## src/rtl/uart_pkg.sv

```systemverilog
// ----------------------------------------------------------------------------
// uart_pkg
// Shared definitions for the UART transmit scheduler slice.
//   state_e            : scheduler FSM states (IDLE, ISSUE, HOLD)
//   FRAME_BITS_DEFAULT : bits per UART frame (start, 7 data, parity, stop)
//   countWidth()       : width needed for a down-counter that can hold
//                        the value holdCycles
// ----------------------------------------------------------------------------
package uart_pkg;

    typedef enum logic [1:0] {
        IDLE  = 2'd0,
        ISSUE = 2'd1,
        HOLD  = 2'd2
    } state_e;

    localparam int FRAME_BITS_DEFAULT = 10;

    // Guard against a degenerate zero-length hold so the counter never
    // collapses to zero bits.
    function automatic int countWidth(input int holdCycles);
        return (holdCycles < 1) ? 1 : $clog2(holdCycles + 1);
    endfunction

endpackage

```

## src/rtl/rr_arb2.sv

```systemverilog
// ----------------------------------------------------------------------------
// rr_arb2
// Two-way combinational round-robin arbiter. The requester named by the
// pointer has priority; if it is not requesting, the other one may win.
// Ports:
//   valid_i [1:0] : request lines, bit i belongs to requester i
//   ptr_i         : requester that currently has priority
//   grant_o [1:0] : one-hot grant, all zero when nobody requests
// ----------------------------------------------------------------------------
module rr_arb2 (
    input  logic [1:0] valid_i,
    input  logic       ptr_i,
    output logic [1:0] grant_o
);

    // Priority requester first, then the other one, else no grant.
    always_comb begin
        grant_o = 2'b00;
        if (ptr_i == 1'b0) begin
            if (valid_i[0]) begin
                grant_o = 2'b01;
            end else if (valid_i[1]) begin
                grant_o = 2'b10;
            end
        end else begin
            if (valid_i[1]) begin
                grant_o = 2'b10;
            end else if (valid_i[0]) begin
                grant_o = 2'b01;
            end
        end
    end

endmodule

```

## src/rtl/uart_tx_scheduler.sv

```systemverilog
// ----------------------------------------------------------------------------
// uart_tx_scheduler
// Shares one UART sender between two requesters. A character is accepted in
// IDLE, handed to the sender with a one-cycle tx_start pulse in ISSUE, and
// the scheduler then waits HOLD_CYCLES cycles in HOLD while the frame is
// shifted out, before accepting the next character.
// Ports:
//   clk, rst        : clock and synchronous active-high reset
//   req_valid [1:0] : per-requester valid
//   req_data0/1     : per-requester 7-bit character
//   req_ready [1:0] : per-requester accept (only the winner, only in IDLE)
//   tx_data         : character for the sender
//   tx_start        : one-cycle start pulse for the sender
//   busy            : high whenever the scheduler is not in IDLE
//   grant_id        : requester owning the current or last frame
//   sent_count      : frames issued since reset (wraps)
// ----------------------------------------------------------------------------
module uart_tx_scheduler
    import uart_pkg::*;
#(
    parameter int CLKS_PER_BIT = 434,
    parameter int FRAME_BITS   = FRAME_BITS_DEFAULT
) (
    input  logic        clk,
    input  logic        rst,
    input  logic [1:0]  req_valid,
    input  logic [6:0]  req_data0,
    input  logic [6:0]  req_data1,
    output logic [1:0]  req_ready,
    output logic [6:0]  tx_data,
    output logic        tx_start,
    output logic        busy,
    output logic        grant_id,
    output logic [15:0] sent_count
);

    localparam int HOLD_CYCLES = FRAME_BITS * CLKS_PER_BIT;
    localparam int CNT_W       = countWidth(HOLD_CYCLES);
    localparam logic [CNT_W-1:0] HOLD_LOAD = CNT_W'(HOLD_CYCLES - 1);

    state_e            state_q, state_d;
    logic              ptr_q, ptr_d;
    logic [CNT_W-1:0]  cnt_q, cnt_d;
    logic [6:0]        txData_q, txData_d;
    logic              grantId_q, grantId_d;
    logic [15:0]       sentCount_q, sentCount_d;
    logic              txStart_q, txStart_d;
    logic [1:0]        arbGrant;

    rr_arb2 u_arb (
        .valid_i (req_valid),
        .ptr_i   (ptr_q),
        .grant_o (arbGrant)
    );

    // Ready and busy are masked by reset so nothing is accepted and the
    // block never looks active while reset is held.
    always_comb begin
        req_ready = 2'b00;
        if ((state_q == IDLE) && !rst) begin
            req_ready = arbGrant;
        end
    end

    assign busy       = (state_q != IDLE) && !rst;
    assign tx_data    = txData_q;
    assign tx_start   = txStart_q;
    assign grant_id   = grantId_q;
    assign sent_count = sentCount_q;

    // Next-state logic. In IDLE the arbiter's grant is the ready signal, so
    // a non-zero grant is by construction a completed valid/ready transfer.
    // tx_start is registered and set on the same edge that enters ISSUE, so
    // it is high for exactly the ISSUE cycle.
    always_comb begin
        state_d     = state_q;
        ptr_d       = ptr_q;
        cnt_d       = cnt_q;
        txData_d    = txData_q;
        grantId_d   = grantId_q;
        sentCount_d = sentCount_q;
        txStart_d   = 1'b0;
        unique case (state_q)
            IDLE: begin
                if (arbGrant != 2'b00) begin
                    txData_d  = arbGrant[1] ? req_data1 : req_data0;
                    grantId_d = arbGrant[1];
                    ptr_d     = ~arbGrant[1];
                    txStart_d = 1'b1;
                    state_d   = ISSUE;
                end
            end
            ISSUE: begin
                sentCount_d = sentCount_q + 16'd1;
                cnt_d       = HOLD_LOAD;
                state_d     = HOLD;
            end
            HOLD: begin
                // Counter runs HOLD_CYCLES-1 down to 0, one HOLD cycle each.
                if (cnt_q == '0) begin
                    state_d = IDLE;
                end else begin
                    cnt_d = cnt_q - 1'b1;
                end
            end
            default: begin
                state_d = IDLE;
            end
        endcase
    end

    // State and data registers with synchronous reset.
    always_ff @(posedge clk) begin
        if (rst) begin
            state_q     <= IDLE;
            ptr_q       <= 1'b0;
            cnt_q       <= '0;
            txData_q    <= 7'd0;
            grantId_q   <= 1'b0;
            sentCount_q <= 16'd0;
            txStart_q   <= 1'b0;
        end else begin
            state_q     <= state_d;
            ptr_q       <= ptr_d;
            cnt_q       <= cnt_d;
            txData_q    <= txData_d;
            grantId_q   <= grantId_d;
            sentCount_q <= sentCount_d;
            txStart_q   <= txStart_d;
        end
    end

endmodule

```

## config.mk

```make
export PLATFORM = sky130hd
export DESIGN_NAME = uart_tx_scheduler
export DESIGN_NICKNAME = d
export VERILOG_FILES = /design/src/rtl/uart_pkg.sv /design/src/rtl/rr_arb2.sv /design/src/rtl/uart_tx_scheduler.sv
export SDC_FILE = /design/constraint.sdc
export NUM_CORES = 1
export LEC_CHECK = 0
export CORE_MARGIN = 3
export CORE_UTILIZATION = 35
export CTS_CLUSTER_SIZE = 28
export DETAILED_ROUTE_END_ITERATION = 7
export PLACE_DENSITY = 0.72
export SLEW_MARGIN = 20
export SYNTH_ARGS = -nofsm -noshare
export SYNTH_HDL_FRONTEND = slang
export SYNTH_SLANG_ARGS = --single-unit
export TNS_END_PERCENT = 100
```

## constraint.sdc

```tcl
create_clock -name clk -period 2 [get_ports clk]
set_input_delay 0.3 -clock clk [delete_from_list [all_inputs] [get_ports clk]]
set_output_delay 0.3 -clock clk [all_outputs]
set_load 0.1 [all_outputs]
```

==> run metrics <==
status finished clean; worst setup path start cnt_q[0]; post-synthesis mux area share 0%; CTS Buffer Depth 2; post-DR vias/cell 5.23; Critical Path Sink cnt_q[8]; Util after Layout 51.2%; I/O pins 46; post-synthesis adder-cell area fraction 1.95%; Worst EP required 2230 ps; reg2reg setup slack 100 ps; core region area 0.00520 mm²; initial antenna violation count 0; cell row count 26; CP arrival 2130 ps; Final ANT Viol Nets 0; Max Clock Skew 10.2 ps; max-slew violations 0; Slew @ Worst Pin 428 ps; initial DRC count 100; EDFF count, synth 0; CTS Sinks 41; path depth of the worst reg2reg path 7; Die H 80.2 µm; Initial Util 37.0%; CTS Buf Count 5; first-pass GRT wire length 7720 µm; CP max FO 9; RSZ-0062 raised after global routing false; critical path type reg2reg; cell taking the most area after synthesis dfxtp_1; drt first pass iters 5; Synth Area in Compound Gates 19.3%; fin nets 294; Inst Count DP 335; synth top area cells dfxtp_1, nor2_1, a222oi_1, a21oi_1, xnor2_1; HP Class reg2reg; Reg-to-Reg Start cnt_q[0]; FFs w/ async S/R, synth 0%; Non-Filler Instances 344; synth unique cells 47; post-route design area 0.00266 mm²; GRT Util Overall 14.8%; most numerous cell in the Yosys netlist dfxtp_1; Static Leak 0.000980 µW; power density cells 885 mW/mm²; die width 80.2 µm; hold bufs inserted after CTS 0; CTS tree yes; PortBufs 45; syn avg cell area 8.92 µm²; XOR/XNOR share of the synthesized area 5.00%; Peak supply drop 0.413 mV; count of final hold-check violations 0; simple-gate portion of the synthesized area 26.4%; Max Cap Violations 0; ys flop type dfxtp_1; f_max 526 MHz; Final setup viols 0; Synthesized Nets 237; Syn-to-layout area delta 38.2%; diode count 0; GRT overflow 0; drt drc 0; WL/cell 13.1 µm; root buf cell clkbuf_8; Synth top cells by count dfxtp_1, nor2_1, nand2_1, a21oi_1, clkbuf_1; Post-Syn Area 0.00193 mm²; Ys Warns 0; Seq/Total Area, Yosys 42.6%; instance area at placement 0.00251 mm²; Power Total 2360 µW; DPL Wire Length 3230 µm; Tcrit/Tclk final 95.1%; Cells after Synth 216; htree depth 2; post-synth top area share 42.6%; Clock transition at path regs 80 ps; type of origin of the critical path flop; Routed WL 4500 µm; Period minus WS final 1900 ps; DR vias 1,798; Max-slew headroom 71.4%; largest family of logic cells by synthesized area simple AND/OR/NAND/NOR gates; FF-to-FF End cnt_q[8]; die area 0.00643 mm²; vias in the first global route 1,645; global placer's final weighted congestion 0.769; Crit. End Element flop; worst skew pair latency 300 ps; Synth Register Bits 41; largest net degree at the start of global routing 18; ratio of cells with drive above 1 in the final layout 28.8%
[worst min-delay path by stage]
stage                  start        to  slack (ps)  cells past startpoint
finish              grant_id  grant_id         450                      2
global route        grant_id  grant_id         480                      2
detailed placement  grant_id  grant_id         450                      2
CTS                 grant_id  grant_id         460                      2
global placement    grant_id  grant_id         450                      2
floorplan           cnt_q[8]  cnt_q[8]         450                      2
[repair_timing]
action | 4_1_cts | 5_1_grt
gates resized for setup | 2 | 6
buffers inserted | 0 | 1
endpoints found under the setup margin | 1 | 6
pin swaps | 0 | 2
[flip-flops by register name, indices dropped and copies added, names as in the netlist]
| name | flops |
|---|---|
| ptr_q | 1 |
| tx_start | 1 |
| sent_count | 16 |
| tx_data | 7 |
| cnt_q | 13 |
| state_q | 2 |
| grant_id | 1 |
[cells in the final DEF (no fill, tap or decap), types with 4 or more instances in the layout]
master / Yosys / routed
buf_4: 1 / 42
dfxtp_1: 41 / 30
nor2_1: 25 / 24
clkdlybuf4s50_1: 0 / 17
nand2_1: 13 / 13
a21oi_1: 11 / 11
dfxtp_2: 0 / 11
inv_1: 8 / 8
o21ai_0: 8 / 8
a222oi_1: 7 / 7
o31ai_1: 6 / 6
xnor2_1: 6 / 6
a31oi_1: 5 / 5
or3_1: 5 / 5
nand4_1: 5 / 5
or4_1: 5 / 5
xor2_1: 5 / 5
clkbuf_8: 0 / 5
nor3_1: 4 / 4
nor2b_1: 6 / 4
nand3_1: 4 / 4
[layer usage]
metal	routed length (µm)	track usage (%)
met1	2140	20.7
met4	39	5.41
met3	186	3.36
met5	0	0
met2	2130	22.1
[per-stage QoR]
| stage | setup slack, ps | TNS [ps] | hold WS, ps |
|---|---|---|---|
| 6_report | 98.5 | 0 | 454 |
| 2_1_floorplan | -288 | -571 | 450 |
| 4_1_cts | 22.1 | 0 | 462 |
| 3_5_place_dp | 24.8 | 0 | 452 |
| 5_1_grt | 22.7 | 0 | 476 |
| 3_3_place_gp | 17.2 | 0 | 453 |
[report_power, final]
group / leakage, µW / switching (µW) / internal [µW]
clock: 0.0000543 / 311 / 374
sequential: 0.000340 / 47.6 / 880
combinational: 0.000586 / 463 / 283
total: 0.000980 / 822 / 1540
[area by class of cell]
type / count / area (µm²)
fillers: 494 / 2540
multi-input cells: 155 / 1050
flip-flops and latches: 41 / 835
repair buffers: 62 / 546
well taps: 70 / 87.6
clock buffers: 5 / 68.8
clock inverters: 3 / 46.3
inverters: 8 / 30.0
[cell families (layout without fill, tap and decap cells)]
kind of cell | after synthesis | in the layout
AOI/OAI and AO/OA | 51 | 51
and+or+nand+nor | 90 | 90
DFF | 41 | 41
xor gates and xnor gates | 11 | 11
adders and majority gates | 3 | 3
buffers and inverters | 20 | 78
[critical path, cell delays in order, from the launching register on]
cell,delay (ps)
dfxtp_1,350
inv_1,60
ha_1,200
nor3b_1,150
and4b_2,250
buf_4,170
or4_1,500
a21boi_1,150
Power figures use the tool's default switching activity.
